## src/rtl/ship_pkg.sv

```systemverilog
// Shared types and sprite geometry for the player-ship controller.
// Optional feature macro used by ship_ctrl: SHIP_INERTIA_EN.
package ship_pkg;

    typedef enum logic [1:0] {
        ST_ALIVE   = 2'd0,
        ST_EXPLODE = 2'd1,
        ST_RESPAWN = 2'd2
    } ship_state_e;

    // Unscaled sprite side in pixels; local coordinates run 0..31.
    localparam int SPRITE_SIDE = 32;

    // Hull rectangles, inclusive bounds in local sprite coordinates.
    localparam int BODY_X0    = 4;
    localparam int BODY_X1    = 24;
    localparam int BODY_Y0    = 12;
    localparam int BODY_Y1    = 20;
    localparam int NOSE_X0    = 25;
    localparam int NOSE_X1    = 30;
    localparam int NOSE_Y0    = 14;
    localparam int NOSE_Y1    = 18;
    localparam int COCK_X0    = 12;
    localparam int COCK_X1    = 20;
    localparam int COCK_Y0    = 13;
    localparam int COCK_Y1    = 19;
    localparam int UWING_X0   = 2;
    localparam int UWING_X1   = 10;
    localparam int UWING_Y0   = 4;
    localparam int UWING_Y1   = 12;
    localparam int LWING_X0   = 2;
    localparam int LWING_X1   = 10;
    localparam int LWING_Y0   = 20;
    localparam int LWING_Y1   = 28;
    localparam int TAIL_X0    = 0;
    localparam int TAIL_X1    = 4;
    localparam int TAIL_Y0    = 8;
    localparam int TAIL_Y1    = 24;

    // True when (lx, ly) lies inside the inclusive rectangle [x0..x1] x [y0..y1].
    function automatic logic in_rect(input logic [4:0] lx, input logic [4:0] ly,
                                     input int x0, input int x1,
                                     input int y0, input int y1);
        return (int'(lx) >= x0) && (int'(lx) <= x1) &&
               (int'(ly) >= y0) && (int'(ly) <= y1);
    endfunction

endpackage

```

## src/rtl/frame_tick_gen.sv

```systemverilog
// Frame tick generator: synchronises an asynchronous v_sync into the clk
// domain and emits a registered one-cycle pulse on each rising edge.
// The pulse appears 3 clk after the v_sync rise (2 sync flops + output flop).
module frame_tick_gen (
    input  logic clk,
    input  logic rst_n,
    input  logic v_sync,
    output logic tick
);

    logic sync1_q, sync1_d;
    logic sync2_q, sync2_d;
    logic prev_q,  prev_d;
    logic tick_q,  tick_d;

    // Next-state: shift the synchroniser chain and detect the rising edge.
    always_comb begin
        sync1_d = v_sync;
        sync2_d = sync1_q;
        prev_d  = sync2_q;
        tick_d  = sync2_q & ~prev_q;
    end

    // Synchroniser, edge history and registered tick pulse.
    always_ff @(posedge clk or negedge rst_n) begin
        if (!rst_n) begin
            sync1_q <= 1'b0;
            sync2_q <= 1'b0;
            prev_q  <= 1'b0;
            tick_q  <= 1'b0;
        end else begin
            sync1_q <= sync1_d;
            sync2_q <= sync2_d;
            prev_q  <= prev_d;
            tick_q  <= tick_d;
        end
    end

    assign tick = tick_q;

endmodule

```

## src/rtl/ship_ctrl.sv

```systemverilog
// Player-ship controller and sprite renderer. Runs on the pixel clock,
// updates motion and the alive/explode/respawn FSM once per frame tick,
// and renders the hull combinationally from the current pixel position.
// Optional feature macro: SHIP_INERTIA_EN (defined: velocity ramps by ACCEL
// per frame; undefined: velocity jumps straight to +/-MAX_SPD or 0).
module ship_ctrl
    import ship_pkg::*;
#(
    parameter int SHIP_X         = 40,
    parameter int SCALE_SHIFT    = 0,
    parameter int Y_MIN          = 15,
    parameter int Y_MAX          = 435,
    parameter int Y_RESET        = 240,
    parameter int MAX_SPD        = 8,
    parameter int ACCEL          = 1,
    parameter int EXPLODE_FRAMES = 30,
    parameter int INVULN_FRAMES  = 120,
    parameter int BLINK_SHIFT    = 3
) (
    input  logic       clk,
    input  logic       rst_n,
    input  logic       v_sync,
    input  logic [9:0] pix_x,
    input  logic [9:0] pix_y,
    input  logic       move_up,
    input  logic       move_down,
    input  logic       hit,
    output logic [9:0] ship_y_out,
    output logic       ship_on,
    output logic [1:0] ship_state,
    output logic       vulnerable
);

    localparam int CNT_W = 16;
    localparam int BOX   = SPRITE_SIDE << SCALE_SHIFT;

    // Per-tick velocity step. Without inertia any step at least as large as
    // the full -MAX..+MAX swing lands on the target in a single tick.
`ifdef SHIP_INERTIA_EN
    localparam int RAMP = ACCEL;
`else
    localparam int RAMP = (ACCEL > 2 * MAX_SPD) ? ACCEL : 2 * MAX_SPD;
`endif

    localparam logic signed [10:0] MAX_V   = 11'(MAX_SPD);
    localparam logic signed [10:0] RAMP_V  = 11'(RAMP);
    localparam logic signed [10:0] Y_MIN_V = 11'(Y_MIN);
    localparam logic signed [10:0] Y_MAX_V = 11'(Y_MAX);

    // Move cur toward tgt by at most RAMP_V without overshooting it.
    function automatic logic signed [10:0] approach(input logic signed [10:0] cur,
                                                    input logic signed [10:0] tgt);
        if (cur < tgt)
            return ((tgt - cur) > RAMP_V) ? (cur + RAMP_V) : tgt;
        else if (cur > tgt)
            return ((cur - tgt) > RAMP_V) ? (cur - RAMP_V) : tgt;
        else
            return cur;
    endfunction

    // Saturate a candidate top-edge y into [Y_MIN, Y_MAX].
    function automatic logic signed [10:0] clamp_y(input logic signed [10:0] y);
        if (y < Y_MIN_V)
            return Y_MIN_V;
        else if (y > Y_MAX_V)
            return Y_MAX_V;
        else
            return y;
    endfunction

    logic                     tick;
    ship_state_e              state_q, state_d;
    logic [CNT_W-1:0]         cnt_q, cnt_d;
    logic signed [10:0]       vel_q, vel_d;
    logic [9:0]               ship_y_q, ship_y_d;
    logic                     hit_lat_q, hit_lat_d;
    logic                     vulnerable_q, vulnerable_d;

    logic signed [10:0]       vel_tgt;
    logic signed [10:0]       vel_new;
    logic signed [10:0]       y_n;
    logic signed [10:0]       y_cl;
    logic [9:0]               mv_y;
    logic signed [10:0]       mv_vel;

    logic                     in_x, in_y, in_box;
    logic [9:0]               dx, dy;
    logic [4:0]               lx, ly;
    logic                     hull;
    logic                     on_c;

    frame_tick_gen u_tick (
        .clk    (clk),
        .rst_n  (rst_n),
        .v_sync (v_sync),
        .tick   (tick)
    );

    // Candidate motion for this tick: new velocity, then clamped position.
    always_comb begin
        vel_tgt = '0;
        if (move_up && !move_down)
            vel_tgt = -MAX_V;
        else if (move_down && !move_up)
            vel_tgt = MAX_V;
        vel_new = approach(vel_q, vel_tgt);
        y_n     = signed'({1'b0, ship_y_q}) + vel_new;
        y_cl    = clamp_y(y_n);
        mv_y    = y_cl[9:0];
        mv_vel  = (y_cl != y_n) ? 11'sd0 : vel_new;
    end

    // Next-state for FSM, counter, motion, hit latch and registered outputs.
    always_comb begin
        state_d   = state_q;
        cnt_d     = cnt_q;
        vel_d     = vel_q;
        ship_y_d  = ship_y_q;
        hit_lat_d = (tick ? 1'b0 : hit_lat_q) | (hit & (state_q == ST_ALIVE));
        if (tick) begin
            case (state_q)
                ST_ALIVE: begin
                    if (hit_lat_q) begin
                        state_d = ST_EXPLODE;
                        cnt_d   = CNT_W'(EXPLODE_FRAMES - 1);
                        vel_d   = '0;
                    end else begin
                        ship_y_d = mv_y;
                        vel_d    = mv_vel;
                    end
                end
                ST_EXPLODE: begin
                    if (cnt_q == '0) begin
                        state_d  = ST_RESPAWN;
                        ship_y_d = 10'(Y_RESET);
                        vel_d    = '0;
                        cnt_d    = CNT_W'(INVULN_FRAMES - 1);
                    end else begin
                        cnt_d = cnt_q - 1'b1;
                    end
                end
                ST_RESPAWN: begin
                    ship_y_d = mv_y;
                    vel_d    = mv_vel;
                    if (cnt_q == '0)
                        state_d = ST_ALIVE;
                    else
                        cnt_d = cnt_q - 1'b1;
                end
                default: begin
                    state_d = ST_ALIVE;
                end
            endcase
        end
        vulnerable_d = (state_d == ST_ALIVE);
    end

    // Ship state registers, cleared asynchronously.
    always_ff @(posedge clk or negedge rst_n) begin
        if (!rst_n) begin
            state_q      <= ST_ALIVE;
            cnt_q        <= '0;
            vel_q        <= '0;
            ship_y_q     <= 10'(Y_RESET);
            hit_lat_q    <= 1'b0;
            vulnerable_q <= 1'b1;
        end else begin
            state_q      <= state_d;
            cnt_q        <= cnt_d;
            vel_q        <= vel_d;
            ship_y_q     <= ship_y_d;
            hit_lat_q    <= hit_lat_d;
            vulnerable_q <= vulnerable_d;
        end
    end

    // Sprite render: box test, scaled local coordinates, hull and state mask.
    always_comb begin
        in_x   = ({1'b0, pix_x} >= 11'(SHIP_X)) && ({1'b0, pix_x} < 11'(SHIP_X + BOX));
        in_y   = ({1'b0, pix_y} >= {1'b0, ship_y_q}) &&
                 ({1'b0, pix_y} < ({1'b0, ship_y_q} + 11'(BOX)));
        in_box = in_x & in_y;
        dx     = pix_x - 10'(SHIP_X);
        dy     = pix_y - ship_y_q;
        lx     = 5'(dx >> SCALE_SHIFT);
        ly     = 5'(dy >> SCALE_SHIFT);
        hull   = in_rect(lx, ly, BODY_X0,  BODY_X1,  BODY_Y0,  BODY_Y1)  |
                 in_rect(lx, ly, NOSE_X0,  NOSE_X1,  NOSE_Y0,  NOSE_Y1)  |
                 in_rect(lx, ly, COCK_X0,  COCK_X1,  COCK_Y0,  COCK_Y1)  |
                 in_rect(lx, ly, UWING_X0, UWING_X1, UWING_Y0, UWING_Y1) |
                 in_rect(lx, ly, LWING_X0, LWING_X1, LWING_Y0, LWING_Y1) |
                 in_rect(lx, ly, TAIL_X0,  TAIL_X1,  TAIL_Y0,  TAIL_Y1);
        case (state_q)
            ST_ALIVE:   on_c = in_box & hull;
            ST_RESPAWN: on_c = in_box & hull & ~cnt_q[BLINK_SHIFT];
            ST_EXPLODE: on_c = in_box & (lx[2] ^ ly[2] ^ cnt_q[1]);
            default:    on_c = 1'b0;
        endcase
    end

    assign ship_on    = on_c;
    assign ship_y_out = ship_y_q;
    assign ship_state = state_q;
    assign vulnerable = vulnerable_q;

endmodule

```

## config.mk

```make
export PLATFORM = sky130hd
export DESIGN_NAME = ship_ctrl
export DESIGN_NICKNAME = d
export VERILOG_FILES = /design/src/rtl/ship_pkg.sv /design/src/rtl/frame_tick_gen.sv /design/src/rtl/ship_ctrl.sv
export SDC_FILE = /design/constraint.sdc
export NUM_CORES = 1
export LEC_CHECK = 0
export CORE_ASPECT_RATIO = 0.7
export CORE_MARGIN = 3
export CORE_UTILIZATION = 59
export DETAILED_ROUTE_END_ITERATION = 12
export DONT_BUFFER_PORTS = 1
export PLACE_DENSITY = 0.78
export SYNTH_ARGS = -nofsm -noshare
export SYNTH_HDL_FRONTEND = slang
export SYNTH_SLANG_ARGS = --single-unit
export TNS_END_PERCENT = 10
```

## constraint.sdc

```tcl
create_clock -name clk -period 4.7 [get_ports clk]
set_input_delay 0.47 -clock clk [delete_from_list [all_inputs] [get_ports clk]]
set_output_delay 0.47 -clock clk [all_outputs]
set_load 0.01 [all_outputs]
```

======== Yosys cells after proc, flatten, opt, wreduce, memory -nomap -nowiden ========
Index checks and enable logic that the tools add are counted.
storage, ports and cells
  bits in latches ......................... 0
  input port bits ......................... 26
  register bits ........................... 45
  ROM bits ................................ 0
  memories kept ........................... 0
  RAM bits ................................ 0
operators by class
  reductions and logical operators ........ 29
  shift-type cells ........................ 0
  $add $sub $neg .......................... 9
  mux-type cells .......................... 26
  eq/ne operators ......................... 7
  bitwise logic cells ..................... 16
  multiply operators ...................... 0
  order comparisons ....................... 31
  div/mod/pow operators ................... 0
operators by type and width
  cell                                                                                  count
  11-bit 2-to-1 mux                                                                     10
  16-bit 2-to-1 mux                                                                     3
  16-bit one-hot mux with 3 select lines                                                1
  5-bit less-or-equal comparator (second input constant)                                8
  11-bit one-hot mux with 3 select lines                                                1
  10-bit one-hot mux with 3 select lines                                                1
  5-bit by 4-bit greater-or-equal comparator with 1-bit output (second input constant)  5
  11-bit by 6-bit > comparator with 1-bit output (second input constant)                2
  11-bit subtractor                                                                     2
  1-bit logical AND                                                                     20
  10-bit 2-to-1 mux                                                                     2
  16-bit zero test                                                                      1
  16-bit by 1-bit subtractor with 16-bit output (second input constant)                 1
  10-bit by 6-bit adder with 11-bit output (second input constant)                      1
  11-bit adder                                                                          1
  11-bit by 6-bit adder with 11-bit output (second input constant)                      1
  11-bit by 10-bit > comparator with 1-bit output (second input constant)               1
  11-bit > comparator                                                                   1
  10-bit by 11-bit < comparator with 1-bit output                                       1
  11-bit < comparator                                                                   1
  11-bit by 5-bit < comparator with 1-bit output (second input constant)                1
  11-bit inequality test                                                                1
  11-bit by 6-bit subtractor with 11-bit output (second input constant)                 1
  10-bit greater-or-equal comparator                                                    1
  other kinds (26)                                                                      50

======== Longest topological paths before layout ========
Gate-level depths: netlist of run 1.
  depth in word-level cells ............... 17
  mapped depth ............................ 28
  depth with buffers taken out ............ 27

======== Modules after synthesis ========
Synthesis of run 1 repeated with hierarchy kept, for this count alone.
second synthesis, totals
  cells, all modules ...................... 631
  area, all modules ....................... 5172.5 um^2
modules (own cells, without submodules)
  module          area an instance (um^2)  cells an instance  times used
  ship_ctrl       5058.6                   626                1
  frame_tick_gen  113.9                    5                  1

======== Least setup slack after synthesis of run 1 ========
No wires, ideal clock.
  kind .................................... input port to flip-flop
  from .................................... input move_down
  to ...................................... register vel_q[9]
  cell stages on the path ................. 25
  path slack .............................. -747 ps
  path buffers ............................ 0
  library setup time ...................... 95 ps
  arrival time ............................ 5351 ps
  cells stage by stage .................... inv_1 > ha_1 > inv_1 > ha_1 > or4b_1 > o21a_1 > a21oi_1 > a31oi_1 > xnor2_1 > o31ai_4 > a21oi_2 > and2_1 > ha_1 > inv_1 > fa_1 > nand2b_1 > a21oi_1 > o311a_1 > o21ai_1 > nor2b_1 > xnor2_1 > a31o_2 > nor4_2 > nand2_1 > o31ai_1
between the ends
  longest elaborated chain between the ends .. 16
RTL lines
  what                                                   line                                source
  start: declaration                                     ship_ctrl.sv:26                     input logic move_down,
  1-bit logical AND or 1-bit zero test (tied branches)   ship_ctrl.sv:104, ship_ctrl.sv:102
  4-bit 2-to-1 mux or 1-bit logical AND (tied branches)  ship_ctrl.sv:104, ship_ctrl.sv:102
  11-bit 2-to-1 mux (*)                                  ship_ctrl.sv:102                    if (move_up && !move_down)
  11-bit subtractor                                      ship_ctrl.sv:56                     return ((cur - tgt) > RAMP_V) ? (cur - RAMP_V) : tgt;
  11-bit by 6-bit > comparator with 1-bit output         ship_ctrl.sv:56
  11-bit 2-to-1 mux                                      ship_ctrl.sv:56
  11-bit 2-to-1 mux                                      ship_ctrl.sv:55                     else if (cur > tgt)
  11-bit 2-to-1 mux (*)                                  ship_ctrl.sv:53                     if (cur < tgt)
  11-bit adder                                           ship_ctrl.sv:107                    y_n = signed'({1'b0, ship_y_q}) + vel_new;
  11-bit by 10-bit > comparator with 1-bit output        ship_ctrl.sv:65                     else if (y > Y_MAX_V)
  11-bit 2-to-1 mux                                      ship_ctrl.sv:65
  11-bit 2-to-1 mux                                      ship_ctrl.sv:63                     if (y < Y_MIN_V)
  11-bit inequality test                                 ship_ctrl.sv:110                    mv_vel = (y_cl != y_n) ? 11'sd0 : vel_new;
  11-bit 2-to-1 mux (*)                                  ship_ctrl.sv:110
  11-bit 2-to-1 mux                                      ship_ctrl.sv:123                    if (hit_lat_q) begin
  11-bit one-hot mux with 3 select lines (*)             ship_ctrl.sv:121                    case (state_q)
  end signal: assignment                                 ship_ctrl.sv:170                    vel_q <= vel_d;
  end: declaration                                       ship_ctrl.sv:74                     logic signed [10:0] vel_q, vel_d;
Mark *: on every way between the ends. The rest lies on a longest branch, timed or not.
A chain may end at the register's enable or synchronous reset.

======== Worst setup path in the final report of run 1 ========
  from .................................... register vel_q[3]
  to ...................................... register ship_y_q[4] (netlist: ship_y_out[4])
between the ends
  longest elaborated chain between the ends .. 11
RTL lines
  what                                             line              source
  11-bit subtractor                                ship_ctrl.sv:56
  11-bit by 6-bit > comparator with 1-bit output   ship_ctrl.sv:56
  11-bit 2-to-1 mux                                ship_ctrl.sv:56
  11-bit 2-to-1 mux                                ship_ctrl.sv:55
  11-bit 2-to-1 mux (*)                            ship_ctrl.sv:53
  11-bit adder (*)                                 ship_ctrl.sv:107
  11-bit by 10-bit > comparator with 1-bit output  ship_ctrl.sv:65
  11-bit 2-to-1 mux                                ship_ctrl.sv:65
  11-bit 2-to-1 mux (*)                            ship_ctrl.sv:63
  10-bit 2-to-1 mux                                ship_ctrl.sv:123
  10-bit one-hot mux with 3 select lines (*)       ship_ctrl.sv:121
  end signal: assignment                           ship_ctrl.sv:164  ship_y_q <= 10'(Y_RESET);
  end signal: assignment                           ship_ctrl.sv:171  ship_y_q <= ship_y_d;
  end: declaration                                 ship_ctrl.sv:75   logic [9:0] ship_y_q, ship_y_d;
Mark *: on every way between the ends. The rest lies on a longest branch, timed or not. The select of a mux whose other input is x is not followed.

==> results of run 1 <==
-- cell usage after synthesis, drive strengths merged (3+ instances only) --
cell and instances:
a211oi 7, a21o 6, a21oi 50, a221oi 5, a22o 3, a22oi 8
a31oi 7, a32o 7, and2 6, buf 5, clkbuf 18, dfrtp 40
dfstp 5, fa 3, ha 54, inv 51, mux2 4, mux2i 4
nand2 50, nand2b 10, nand3 20, nand3b 5, nand4 7, nor2 48
nor2b 12, nor3 19, nor4 5, nor4b 4, o21a 8, o21ai 63
o221a 3, o22ai 4, o31ai 5, o41ai 4, or2 3, or3 4
xnor2 17, xor2 4
-- registers in the layout, summed over array words and instances (netlist names), 2 cells and up --
name and cells:
vel_q 11, ship_y_out 10, cnt_q 16, ship_state 2
-- path summary, 6_finish.rpt --
kind	startpoint	end	slack, ps	cells after the start
hold reg to reg	u_tick.sync1_q$_DFF_PN0_	u_tick.prev_d$_DFF_PN0_	350	0
setup / recovery	vel_q[3]$_DFFE_PN0P_	ship_y_out[4]$_DFFE_PN1P_	-580	27
hold / removal	rst_n	vel_q[9]$_DFFE_PN0P_	8	1
setup reg to reg	vel_q[3]$_DFFE_PN0P_	ship_y_out[4]$_DFFE_PN1P_	-580	27
max in group asynchronous	rst_n	vel_q[1]$_DFFE_PN0P_	4470	1
min in group clk	v_sync	u_tick.sync1_q$_DFF_PN0_	210	0
-- repair_timing --
item,4_1_cts,5_1_grt
endpoints found under the setup margin,20,20
gates resized for setup,22,41
endpoints found under the hold margin,40,0
pin swaps,30,39
buffers inserted,9,13
hold buffers,1,0
gates cloned,0,1
-- worst max-delay path, stage by stage (launching register included) --
cell and delay (ps):
sky130_fd_sc_hd__dfrtp_1 400, sky130_fd_sc_hd__inv_2 110, sky130_fd_sc_hd__ha_2 190, sky130_fd_sc_hd__inv_1 50
sky130_fd_sc_hd__fa_1 410, sky130_fd_sc_hd__nand3_2 120, sky130_fd_sc_hd__a21oi_1 100, sky130_fd_sc_hd__o21ai_1 200
sky130_fd_sc_hd__nand2_1 150, sky130_fd_sc_hd__a31oi_4 290, sky130_fd_sc_hd__buf_6 180, sky130_fd_sc_hd__nor2_4 40
sky130_fd_sc_hd__o21ai_2 140, sky130_fd_sc_hd__a21oi_2 80, sky130_fd_sc_hd__a211oi_2 330, sky130_fd_sc_hd__ha_1 340
sky130_fd_sc_hd__o21ai_2 80, sky130_fd_sc_hd__a21oi_2 60, sky130_fd_sc_hd__o311a_1 330, sky130_fd_sc_hd__o21ai_2 200
sky130_fd_sc_hd__buf_4 160, sky130_fd_sc_hd__o2bb2ai_4 160, sky130_fd_sc_hd__nor3_2 70, sky130_fd_sc_hd__mux2i_2 310
sky130_fd_sc_hd__nand4_4 240, sky130_fd_sc_hd__buf_6 200, sky130_fd_sc_hd__o21ai_1 120, sky130_fd_sc_hd__a22oi_1 100
-- per-layer routing --
| metal | share of wire (%) | vias to the layer above | GRT usage [%] |
|---|---|---|---|
| li1 | - | 2489 | - |
| met1 | 39 | 2661 | 43.1 |
| met4 | 4.2 | 0 | 9.85 |
| met5 | 0 | - | 0 |
| met2 | 45 | 449 | 53.0 |
| met3 | 12 | 94 | 7.58 |
-- final cells by class --
type | instances | area share, %
inverter | 51 | 3.22
timing repair buffer | 122 | 14.7
clock inverter | 2 | 0.254
sequential | 45 | 17.7
multi-input combinational | 497 | 60.0
tap | 101 | 1.97
clock buffer | 6 | 2.17
-- metrics by stage --
stage          setup WS [ps]  utilization, %
2_1_floorplan           -438               -
3_3_place_gp            -510            72.3
3_5_place_dp            -709            72.3
4_1_cts                 -223            76.7
5_1_grt                 -728            80.7
6_report                -577            80.7
-- cell families after synthesis --
kind of cell,count (synthesis)
flops,45
fa+ha+maj,57
simple gates,200
compound gates,210
buf+inv,74
xor+xnor,21
mux,8
==> results.toml, run 1 <==
[yosys]
ys_async_sr_fraction_pct = 100
synthesized_net_count = 698
netlist-cell-type-count = 81
yosys.area_share.simple_pct = 21.2
warnings_from_yosys = 0
synth-seq-cells = 45
synthCells = 615
synth_flop_cell = "sky130_fd_sc_hd__dfrtp_1"
post_synth_main_area_contributors = "sky130_fd_sc_hd__dfrtp_1 (21%), sky130_fd_sc_hd__ha_1 (14%), sky130_fd_sc_hd__a21oi_1 (5.0%)"
post_synth_fa_ha_maj_area_fraction_pct = 15.1
library_cell_occupying_the_most_area_in_the_post_synthesis_netlist = "sky130_fd_sc_hd__dfrtp_1"
yosysSeqAreaShare_pct = 23.2
number_of_synthesized_flops_with_an_enable_pin = 0
area_fraction_in_compound_gates_after_synthesis_pct = 29.1
syn_area_mm2 = 0.00487
synth_top_family_by_area = "compound AO/OA/AOI/OAI gates"
yosys.area_share.xor_xnor_pct = 3.78
post_synthesis_mux_area_share_pct = 1.75
post_synth.cell_area_avg_um2 = 7.92
synth_largest_type_area_fraction_pct = 20.5

[route]
drt_wl_cell_um = 21.4
drt_pass1_iterations = 5
initialDrtViolationCount = 724
drt_wl_total_mm = 17.6
vias_per_cell = 6.91
ant_nets = 0
drc = 0
vias = 5693

[critical_path]
timing.setup.critical_path_class = "reg -> reg"
start_kind = "register"
worst_setup_path_end_kind = "register"
max_fo_critical_path = 7
cp.arrival_ps = 5470
worstPathRequired_ps = 4890

[final_layout]
drive_gt1_share_pct = 30.0
fin_cells = 824
most-common-layout-cells = "sky130_fd_sc_hd__buf_4 (117), sky130_fd_sc_hd__nand2_1 (49), sky130_fd_sc_hd__ha_1 (48)"
multi_input_area_mm2 = 0.00384
ff_latch_area_mm2 = 0.00113
area_delta_synth_final_pct = 31.5
stdcell_area_mm2 = 0.00641
mostFrequentLayoutCell = "sky130_fd_sc_hd__buf_4"
antenna_cells = 0
n_fill_cell = 449
final_nets = 805

[sta]
setup_total_negative_slack_ps = -10640
fmax_mhz = 190
worst_clock_skew_ps = 9.15
finalCriticalPeriod_ps = 5280
final.setup.worst_slack_ps = -577
finalCritPeriodShare_pct = 112
maxSlewViolCount = 0
hold_viol_final = 0
tightest_slew_ps = 750
grt_setup_unrepaired = "true"
timing.slew.headroom_pct = 49.5
setup_violations = 20
fin_worst_hold_slack_ps = 8.01

[global_routing]
grt_start_max_net_pins = 41
antenna_found_initial = 0
first_pass_grt_wire_length_mm = 24.4
vias_in_the_first_global_route = 5073
global_router_s_overall_resource_usage_pct = 32.5
gr-total-overflow = 0

[place]
io_buffer_count = 0
place.detailed.instances = 792
dp_hpwl_mm = 11.2
placed_instance_area_mm2 = 0.00574
gpl.final_weighted_congestion = 0.979

[clock_tree]
numCtsBuffers = 5
tritoncts_clock_tree = "yes"
h-tree-depth = 2
cts_root_buf = "sky130_fd_sc_hd__clkbuf_16"
clock_latency_of_the_later_clocked_register_in_the_worst_skew_pair_ps = 290
numClockSinks = 45
cts-root-to-sink-buffers = 2
cts.clk_slew.worst_paths_ps = 70

[die]
dieHeight_um = 82.0
placementRows = 27
floorplan.io_pins = 40
initial_core_util_pct = 61.4
core_region_area_mm2 = 0.00794
die_w_um = 115
fp.dieArea_mm2 = 0.00940

[run_status]
violated_checks = "setup timing"
run_status = "finished with violations"

[flow_run]
number_of_maximum_capacitance_violations = 0

[worst_hold_path]
timing.hold.worst.class = "in -> async"
Power of run 1 is not shown: default switching activity piles up to over one toggle a cycle in this logic, so the estimate is an artifact.
==> inputs of run 2 (changes only) <==
- MAX_ROUTING_LAYER: unset -> met4
- SYNTH_HIERARCHICAL: unset -> 1
==> run 2 against run 1 <==
  * The flow still finishes with violations (setup timing)
  * Maximum frequency decreased by 0.46%
  * Clock skew decreased by 2.8 ps
  * Critical path depth decreased by 4
  * Design area increased by 6.3%
  * Sequential share of layout area decreased by 1.0 points
  * Die area increased by 5.8%
  * Area after synthesis increased by 6.2%
  * Via count increased by 0.79%
  * Global-route usage increased by 1.4 points
  * Register-to-register slack got worse by 20 ps
  * Core utilization increased by 2.6 points
==> results.toml, run 2 <==
[run_status]
run_status = "finished with violations"
violated_checks = "setup timing"

[final_layout]
drive_gt1_share_pct = 31.4
regMostFlops = "cnt_q"
antenna_cells = 0
most-common-layout-cells = "sky130_fd_sc_hd__buf_4 (113), sky130_fd_sc_hd__o21ai_0 (45), sky130_fd_sc_hd__nand2_1 (43)"
final_nets = 820
stdcell_area_mm2 = 0.00681
mostFrequentLayoutCell = "sky130_fd_sc_hd__buf_4"
n_fill_cell = 482
multi_input_area_mm2 = 0.00422
number_of_flip_flops_under_the_largest_register_name = 16
ff_latch_area_mm2 = 0.00113
area_delta_synth_final_pct = 31.6

[place]
io_buffer_count = 0
dp_worst_setup_slack_ps = -912
placed_instance_area_mm2 = 0.00607
dp_hpwl_mm = 11.9
gpl.final_weighted_congestion = 0.951

[clock_tree]
numCtsBuffers = 5
clock_latency_of_the_later_clocked_register_in_the_worst_skew_pair_ps = 290
tritoncts_clock_tree = "yes"
numClockSinks = 45
cts_root_buf = "sky130_fd_sc_hd__clkbuf_16"
h-tree-depth = 2
cts-root-to-sink-buffers = 2
cts.clk_slew.worst_paths_ps = 60

[yosys]
yosysSeqAreaShare_pct = 21.9
syn_area_mm2 = 0.00517
yosys.area_share.xor_xnor_pct = 5.06
warnings_from_yosys = 6
yosys.area_share.simple_pct = 22.4
ys_async_sr_fraction_pct = 100
synth_commonest_cells = "sky130_fd_sc_hd__ha_1 (54), sky130_fd_sc_hd__o21ai_0 (50), sky130_fd_sc_hd__a21oi_1 (45), sky130_fd_sc_hd__nand2_1 (45)"
post_synthesis_mux_area_share_pct = 1.57
library_cell_occupying_the_most_area_in_the_post_synthesis_netlist = "sky130_fd_sc_hd__dfrtp_1"
synth_flop_cell = "sky130_fd_sc_hd__dfrtp_1"
yosys.cell_count.top_type = "sky130_fd_sc_hd__ha_1"
synth-seq-cells = 45
post_synth_main_area_contributors = "sky130_fd_sc_hd__dfrtp_1 (19%), sky130_fd_sc_hd__ha_1 (13%), sky130_fd_sc_hd__o21ai_0 (4.8%)"
area_fraction_in_compound_gates_after_synthesis_pct = 28.5
synth_largest_type_area_fraction_pct = 19.4
number_of_synthesized_flops_with_an_enable_pin = 0
post_synth.cell_area_avg_um2 = 8.20
synthesized_net_count = 714
synth_top_family_by_area = "compound AO/OA/AOI/OAI gates"
synthCells = 631
post_synth_fa_ha_maj_area_fraction_pct = 14.2
netlist-cell-type-count = 82

[global_routing]
first_pass_grt_wire_length_mm = 27.0
global_router_s_overall_resource_usage_pct = 33.9
antenna_found_initial = 0
gr-total-overflow = 0
grt_start_max_net_pins = 41
vias_in_the_first_global_route = 5393

[sta]
fin_worst_hold_slack_ps = 10.7
maxSlewViolCount = 0
setup_violations = 20
setup_total_negative_slack_ps = -10470
final.setup.worst_slack_ps = -601
worst_clock_skew_ps = 6.38
tightest_slew_ps = 955
finalCriticalPeriod_ps = 5300
fmax_mhz = 189
finalCritPeriodShare_pct = 113
hold_viol_final = 0
grt_setup_unrepaired = "true"
timing.slew.headroom_pct = 36.3

[critical_path]
worst_setup_path_end_kind = "register"
crit_path_top_delay_cell = "sky130_fd_sc_hd__or4b_4"
timing.critical_path.mode_cell = "sky130_fd_sc_hd__and2_4"
path_delay_family = "simple AND/OR/NAND/NOR gates"
cp.arrival_ps = 5480
crit_path_max_incr_delay_ps = 550
worstPathRequired_ps = 4880
timing.setup.critical_path_class = "reg -> reg"
start_kind = "register"
max_fo_critical_path = 5
crit_buf_inv = 3
timing.critical_path.cells = "inv_4 -> ha_4 -> nor4b_4 -> nand3_1 -> a31oi_2 -> nor4_2 -> buf_4 -> a32oi_2 -> nor2_2 -> a31oi_4 -> and2_4 -> ha_2 -> inv_2 -> fa_2 -> nor2b_4 -> o2111ai_4 -> a21boi_4 -> mux2i_4 -> nand2_2 -> or4b_4 -> and2_4 -> and3_4 -> a32o_1"
regToRegSetupSlack_ps = -600

[die]
core_region_area_mm2 = 0.00818
fp.dieArea_mm2 = 0.00994
initial_core_util_pct = 63.3
dieHeight_um = 84.3
placementRows = 27
floorplan.io_pins = 40
die_w_um = 118

[route]
ant_nets = 0
vias = 5738
vias_per_cell = 6.72
detailroute.wirelength.met3_mm = 2.22
sum_of_routed_wire_segments_on_met1_mm = 7.21
initialDrtViolationCount = 681
routed-wl-met2_mm = 8.03
drt_wl_cell_um = 21.0
drt_wl_total_mm = 18.0
drc = 0
drt_pass1_iterations = 8
dr.max_layer_used = "met4"

[power_and_ir_drop]
total_power_mw = 5.10
power_leakage_nw = 2.93
worst_ir_drop_vdd_mv = 0.381
power.density_cell_area_mw_per_mm2 = 750

[flow_run]
number_of_maximum_capacitance_violations = 0

[worst_hold_path]
timing.hold.worst.class = "in -> async"
==> run 2: cell count changes in the layout (fill, tap and decap cells not counted), sizes merged, moves of 6 or more <==
cell	previous run	this run
a22o	3	9
a22oi	8	2
a31oi	7	14
inv	52	42
nor2b	12	19
o21ai	63	51
==> run 2: final cells by class <==
type	count	area share [%]
multi-input combinational	521	62.0
sequential	45	16.7
timing repair buffer	121	14.0
inverter	43	2.70
tap	116	2.13
clock buffer	6	1.89
clock inverter	2	0.570
==> run 2: per-layer routing <==
| layer | track usage, % | vias to the layer above |
|---|---|---|
| met1 | 44.1 | 2746 |
| met5 | - | - |
| met4 | 7.77 | 0 |
| li1 | - | 2576 |
| met2 | 51.5 | 357 |
| met3 | 11.3 | 59 |
==> run 2: final timing paths <==
path                                       endpoint                startpoint  cells after the start
hold / removal                 cnt_q[4]$_DFFE_PN0P_                     rst_n                      1
setup reg to reg               vel_q[1]$_DFFE_PN0P_      vel_q[3]$_DFFE_PN0P_                     23
min in group clk           u_tick/sync1_q$_DFF_PN0_                    v_sync                      0
max in group asynchronous      vel_q[5]$_DFFE_PN0P_                     rst_n                      1
setup / recovery               vel_q[1]$_DFFE_PN0P_      vel_q[3]$_DFFE_PN0P_                     23
hold reg to reg             u_tick/prev_d$_DFF_PN0_  u_tick/sync1_q$_DFF_PN0_                      0
==> run 2: per-stage QoR <==
step	instances	util, %
finish	854	83.3
global route	854	83.3
CTS	847	79.5
detailed placement	826	74.3
global placement	826	74.3
floorplan	631	-
==> run 2: report_power, final <==
group | switching [mW] | internal, mW | total [mW]
clock network | 0.156 | 0.252 | 0.408
logic | 2.09 | 1.89 | 3.97
registers | 0.206 | 0.516 | 0.722
==> run 2: what timing repair did <==
item,CTS,global route
hold endpoints to repair,40,0
setup buffers,13,7
pin swaps,30,37
resized for setup,30,47
hold buffers,1,0
setup endpoints to repair,20,20
==> run 2: cell families (layout without fill, tap and decap cells) <==
group | after synthesis | count (layout)
simple gates | 216 | 216
xor+xnor | 29 | 29
compound gates | 211 | 211
mux | 8 | 8
buf+inv | 65 | 172
fa+ha+maj | 57 | 57
flops | 45 | 45
Power figures use the tool's default switching activity.
==> variant 1: new RTL, settings of run 2 <==
`CNT_W`: 16 -> 14.
--- a/src/rtl/ship_ctrl.sv
+++ b/src/rtl/ship_ctrl.sv
@@ -32,5 +32,5 @@
 );
 
-    localparam int CNT_W = 16;
+    localparam int CNT_W = 14;
     localparam int BOX   = SPRITE_SIDE << SCALE_SHIFT;
 
Check against the original RTL: same outputs for any inputs over 10 cycles, from zero or initial values and one cycle with rst_n low; that may be too few to reach the edited logic, so the function may still have changed.
==> variant 1 against run 2 <==
Clock power down 7.8%; area after synthesis shrank 6.1%; power is 15% higher; sequential cell count shrank 2; register-to-register slack improved by 0.24 ns; highest routed layer unchanged; the run ends with hold timing, setup timing left; worst setup slack gained 0.21 ns; global-route usage rose by 1.5 points; design area decreased by 5.1%; routed wire length down 7.3%.
==> variant 1: results (changes against run 2) <==
| Metric | Value |
|---|---|
| DR WL/cell | 20.4 µm (-3.1%) |
| Largest register FFs | 14 (-2) |
| Final setup vio count | 20 (unchanged) |
| Failing checks | hold timing, setup timing |
| Final Skew | 0.00514 ns (-0.00124 ns) |
| Tot GR Track Use | 35.4% (+1.5 points) |
| R2R cell count | 24 (+4.3%) |
| Combinational share of power | 81.5% (+3.6 points) |
| Met2 GRT Util | 53.9% (+2.4 points) |
| Worst path slowest cell | or4_4 |
| Sequential-to-total area share from yosys stat | 22.3% (+0.39 points) |
| Status | finished, violations left |
| Iter 0 DRT Violations | 609 (-11%) |
| Hold Vio Cnt, Final | 2 (+2) |
| Max transition margin | 45.9% (+9.6 points) |
| Fin nets | 797 (-2.8%) |
| VDD IR max | 1080 µV (+180%) |
| Synth area leaders | dfrtp_1 (20%), ha_1 (14%), nor2_1 (4.8%) |
| Filler Cells Inserted | 481 (-0.21%) |
| Final HPWL DP | 11600 µm (-2.3%) |
| Worst-path maximum fanout | 6 (+1) |
| Fin worst setup slack | -0.388 ns (+0.213 ns) |
| Grt met1 use | 48.0% (+3.9 points) |
| Critical R2R Capture | ship_y_out[2] |
| Switch Pwr | 2830 µW (+15%) |
| Final Wtd Congestion | 1.02 (+7.6%) |
| Syn Nets | 691 (-3.2%) |
| Worst endpoint data arrival time | 5.23 ns (-0.25 ns) |
| Netlist cell types | 72 (-12%) |
| Compound-Gate Fraction of Synth Area | 27.4% (-1.1 points) |
| Largest stage delay, worst path | 0.49 ns (-0.06 ns) |
| Post-synthesis xor/xnor area fraction | 6.34% (+1.3 points) |
| Total negative slack | -6.15 ns (+4.32 ns) |
| Post-synth top cells | nor2_1 (62), ha_1 (53), inv_1 (51) |
| Comb. pwr | 4780 µW (+20%) |
| Clock power frac | 6.4% (-1.6 points) |
| Grt met3 use | 8.54% (-2.8 points) |
| DRT Pass-1 Iters | 5 (-3) |
| Share of layout cells above drive strength 1 | 30.7% (-0.71 points) |
| Vias in the first global route | 5022 (-6.9%) |
| Worst hold slack | -0.00143 ns (-0.0122 ns) |
| Largest net degree at the start of global routing | 39 (-4.9%) |
| Adder-cell area share of the yosys netlist | 14.9% (+0.67 points) |
## variant 1: cell type report
cell class,count,area (µm²),share of cell area (%)
timing repair buffer,118,918,14.2
tap,101,126,1.96
inverter,51,206,3.20
clock buffer,6,139,2.15
multi-input combinational,496,3970,61.5
sequential,43,1080,16.8
clock inverter,2,16.3,0.252
## variant 1: metrics by stage
step | cell area (µm²) | hold slack (ns) | cells | utilization [%] | setup slack, ns
after floorplan | 5020 | 0.174 | 609 | - | -0.346
after global placement | 5790 | 0.176 | 789 | 73.0 | -0.762
after detailed placement | 5790 | 0.177 | 789 | 73.0 | -0.818
after CTS | 6300 | 0.0123 | 814 | 79.3 | -0.249
after global routing | 6460 | 0.00119 | 817 | 81.3 | -0.568
final | 6460 | -0.00143 | 817 | 81.3 | -0.388
## variant 1: timing repair
item	CTS	global route
endpoints found under the hold margin	38	0
buffers inserted	16	3
pin swaps	44	17
endpoints found under the setup margin	20	20
resized for setup	52	22
hold buffers	1	0
## variant 1: layer usage
layer,up-vias,routed length (µm)
met5,-,0
met4,0,225
met3,36,1690
met2,293,7490
met1,2615,7240
li1,2475,-
## variant 1: worst max-delay path by stage
stage               endpoint  depth (start not counted)  slack [ns]      start
2_1_floorplan      vel_q[10]                         22       -0.35  move_down
3_3_place_gp        vel_q[0]                         24       -0.76  move_down
3_5_place_dp        vel_q[0]                         23       -0.82  move_down
4_1_cts             vel_q[2]                         23       -0.25  move_down
5_1_grt        ship_y_out[2]                         26       -0.57   vel_q[3]
6_report       ship_y_out[2]                         26       -0.39  move_down
==> variant 2: new RTL, settings of run 2 <==
Made on the original files. Register the inputs `v_sync`, `pix_x`, `pix_y`, `move_up`, `move_down` and `hit` before use, cleared by the reset. The logic sees them one clock later. Comments in the files are not updated.
--- a/src/rtl/ship_ctrl.sv
+++ b/src/rtl/ship_ctrl.sv
@@ -48,4 +48,29 @@
     localparam logic signed [10:0] Y_MAX_V = 11'(Y_MAX);
 
+    logic v_sync_q;
+    logic [9:0] pix_x_q;
+    logic [9:0] pix_y_q;
+    logic move_up_q;
+    logic move_down_q;
+    logic hit_q;
+
+    always_ff @(posedge clk or negedge rst_n) begin
+        if (!rst_n) begin
+            v_sync_q    <= '0;
+            pix_x_q     <= '0;
+            pix_y_q     <= '0;
+            move_up_q   <= '0;
+            move_down_q <= '0;
+            hit_q       <= '0;
+        end else begin
+            v_sync_q    <= v_sync;
+            pix_x_q     <= pix_x;
+            pix_y_q     <= pix_y;
+            move_up_q   <= move_up;
+            move_down_q <= move_down;
+            hit_q       <= hit;
+        end
+    end
+
     // Move cur toward tgt by at most RAMP_V without overshooting it.
     function automatic logic signed [10:0] approach(input logic signed [10:0] cur,
@@ -93,5 +118,5 @@
         .clk    (clk),
         .rst_n  (rst_n),
-        .v_sync (v_sync),
+        .v_sync (v_sync_q),
         .tick   (tick)
     );
@@ -100,7 +125,7 @@
     always_comb begin
         vel_tgt = '0;
-        if (move_up && !move_down)
+        if (move_up_q && !move_down_q)
             vel_tgt = -MAX_V;
-        else if (move_down && !move_up)
+        else if (move_down_q && !move_up_q)
             vel_tgt = MAX_V;
         vel_new = approach(vel_q, vel_tgt);
@@ -117,5 +142,5 @@
         vel_d     = vel_q;
         ship_y_d  = ship_y_q;
-        hit_lat_d = (tick ? 1'b0 : hit_lat_q) | (hit & (state_q == ST_ALIVE));
+        hit_lat_d = (tick ? 1'b0 : hit_lat_q) | (hit_q & (state_q == ST_ALIVE));
         if (tick) begin
             case (state_q)
@@ -177,10 +202,10 @@
     // Sprite render: box test, scaled local coordinates, hull and state mask.
     always_comb begin
-        in_x   = ({1'b0, pix_x} >= 11'(SHIP_X)) && ({1'b0, pix_x} < 11'(SHIP_X + BOX));
-        in_y   = ({1'b0, pix_y} >= {1'b0, ship_y_q}) &&
-                 ({1'b0, pix_y} < ({1'b0, ship_y_q} + 11'(BOX)));
+        in_x   = ({1'b0, pix_x_q} >= 11'(SHIP_X)) && ({1'b0, pix_x_q} < 11'(SHIP_X + BOX));
+        in_y   = ({1'b0, pix_y_q} >= {1'b0, ship_y_q}) &&
+                 ({1'b0, pix_y_q} < ({1'b0, ship_y_q} + 11'(BOX)));
         in_box = in_x & in_y;
-        dx     = pix_x - 10'(SHIP_X);
-        dy     = pix_y - ship_y_q;
+        dx     = pix_x_q - 10'(SHIP_X);
+        dy     = pix_y_q - ship_y_q;
         lx     = 5'(dx >> SCALE_SHIFT);
         ly     = 5'(dy >> SCALE_SHIFT);
Function: changed (Yosys sat finds a counterexample within 4 cycles, from zero or initial values and one cycle with rst_n low).
==> variant 2 against run 2 <==
The flow still finishes with violations (setup timing); combinational power rose by 3%; global-route usage decreased by 2.0 points; area after synthesis grew 4.5%; final cell count is 0.59% lower; routed wire length down 7.4%; worst setup slack better by 0.0011 ns; sequential cell count is 24 higher; design area increased by 5.6%; power is 11% higher.
==> variant 2: results (changes against run 2) <==
| Metric | Value |
|---|---|
| Sequential-to-total area share from yosys stat | 32.1% (+10 points) |
| Max transition margin | 61.7% (+25 points) |
| Initial antenna violation count | 1 (+1) |
| Post-synthesis xor/xnor area fraction | 5.14% (+0.086 points) |
| Share of layout cells above drive strength 1 | 29.7% (-1.8 points) |
| Status | finished, violations left |
| R2R cell count | 24 (+4.3%) |
| Insertion delay to the later sink of the worst-skew pair | 0.34 ns (+0.05 ns) |
| Final setup vio count | 20 (unchanged) |
| Filler Cells Inserted | 525 (+8.9%) |
| Fin nets | 806 (-1.7%) |
| CTS H-tree depth | 3 (+1) |
| DRT Pass-1 Iters | 5 (-3) |
| Adder-cell area share of the yosys netlist | 13.6% (-0.61 points) |
| Synth area leaders | dfrtp_1 (30%), ha_1 (13%), a21oi_1 (4.8%) |
| Syn Nets | 708 (-0.84%) |
| Worst endpoint data arrival time | 5.53 ns (+0.05 ns) |
| Failing checks | setup timing |
| Critical R2R Capture | vel_q[7] |
| Netlist cell types | 69 (-16%) |
| Mux cell area share after synthesis | 0.394% (-1.2 points) |
| CTS buffer count | 9 (+4) |
| Final Wtd Congestion | 0.962 (+1.1%) |
| VDD IR max | 513 µV (+35%) |
| Vias in the first global route | 5257 (-2.5%) |
| Compound-Gate Fraction of Synth Area | 25.1% (-3.4 points) |
| Pleak | 0.00317 µW (+8.2%) |
| Tot GR Track Use | 31.9% (-2.0 points) |
| Fin worst setup slack | -0.600 ns (+0.00111 ns) |
| Reg-to-Reg Start | move_down_q |
| Final Skew | 0.00875 ns (+0.00237 ns) |
[variant 2: final cells by class]
cell class	instances	share of cell area (%)
multi-input combinational	488	55.3
sequential	69	24.1
timing repair buffer	104	11.8
clock buffer	10	3.19
inverter	50	2.72
tap	120	2.09
clock inverter	6	0.627
timing repair inverter	1	0.104
antenna	1	0.0348
[variant 2: cell families after synthesis]
family	count (synthesis)
AO/OA/AOI/OAI	204
AND/OR/NAND/NOR	195
flip-flops	69
buffers and inverters	68
adder cells (fa/ha/maj)	57
XOR/XNOR	30
multiplexers	2
[variant 2: critical path, stage by stage, from the launching register on]
cell	delay, ns
dfrtp_1	0.37
inv_2	0.09
ha_4	0.18
clkinvlp_4	0.19
ha_1	0.36
buf_4	0.16
nand3_1	0.17
or3_1	0.14
o32a_1	0.14
nand4b_1	0.20
or4_4	0.61
nand3_4	0.14
a31oi_1	0.15
nor2_1	0.21
ha_1	0.23
buf_4	0.15
o21ai_0	0.11
a21boi_1	0.23
o22ai_4	0.12
xnor2_2	0.23
nor4_4	0.36
nand2b_4	0.22
nor3_4	0.06
buf_6	0.15
a32o_1	0.23
[variant 2: what timing repair did]
item	CTS	global route
pin swaps	32	31
buffers inserted	14	8
gates resized for setup	43	43
gates cloned	0	1
hold endpoints to repair	69	0
endpoints found under the setup margin	20	20
hold buffers	1	0
[variant 2: metrics by stage]
step           instance area (µm²)  hold slack [ns]  TNS (ns)  setup slack (ns)  instances
3_3_place_gp                  6330            0.176     -7.27            -0.442        810
3_5_place_dp                  6330            0.176     -7.69            -0.485        810
5_1_grt                       7180           0.0133    -14.08            -0.800        849
2_1_floorplan                 5600            0.174    -0.471           -0.0751        625
4_1_cts                       6920           0.0168     -5.15            -0.330        841
6_report                      7180         0.000347     -9.74            -0.600        849
[variant 2: power breakdown]
| part | leakage, µW | total, µW | internal [µW] | switching, µW |
|---|---|---|---|---|
| clock network | 0.000137 | 636 | 361 | 275 |
| registers | 0.000854 | 938 | 742 | 196 |
| logic | 0.00218 | 4080 | 1880 | 2200 |
| total | 0.00317 | 5650 | 2980 | 2670 |
[variant 2: how the worst max path moves through the flow]
stage	to	slack (ns)
2_1_floorplan	vel_q[7]	-0.08
4_1_cts	vel_q[7]	-0.33
5_1_grt	vel_q[7]	-0.80
3_3_place_gp	vel_q[7]	-0.44
3_5_place_dp	vel_q[8]	-0.48
6_report	vel_q[7]	-0.60
[variant 2: per-layer routing]
layer | routed length (µm) | up-vias | track usage [%]
li1 | - | 2498 | -
met1 | 7170 | 2645 | 42.9
met2 | 7610 | 300 | 48.2
met3 | 1570 | 33 | 9.23
met4 | 270 | 0 | 7.51
met5 | 0 | - | -
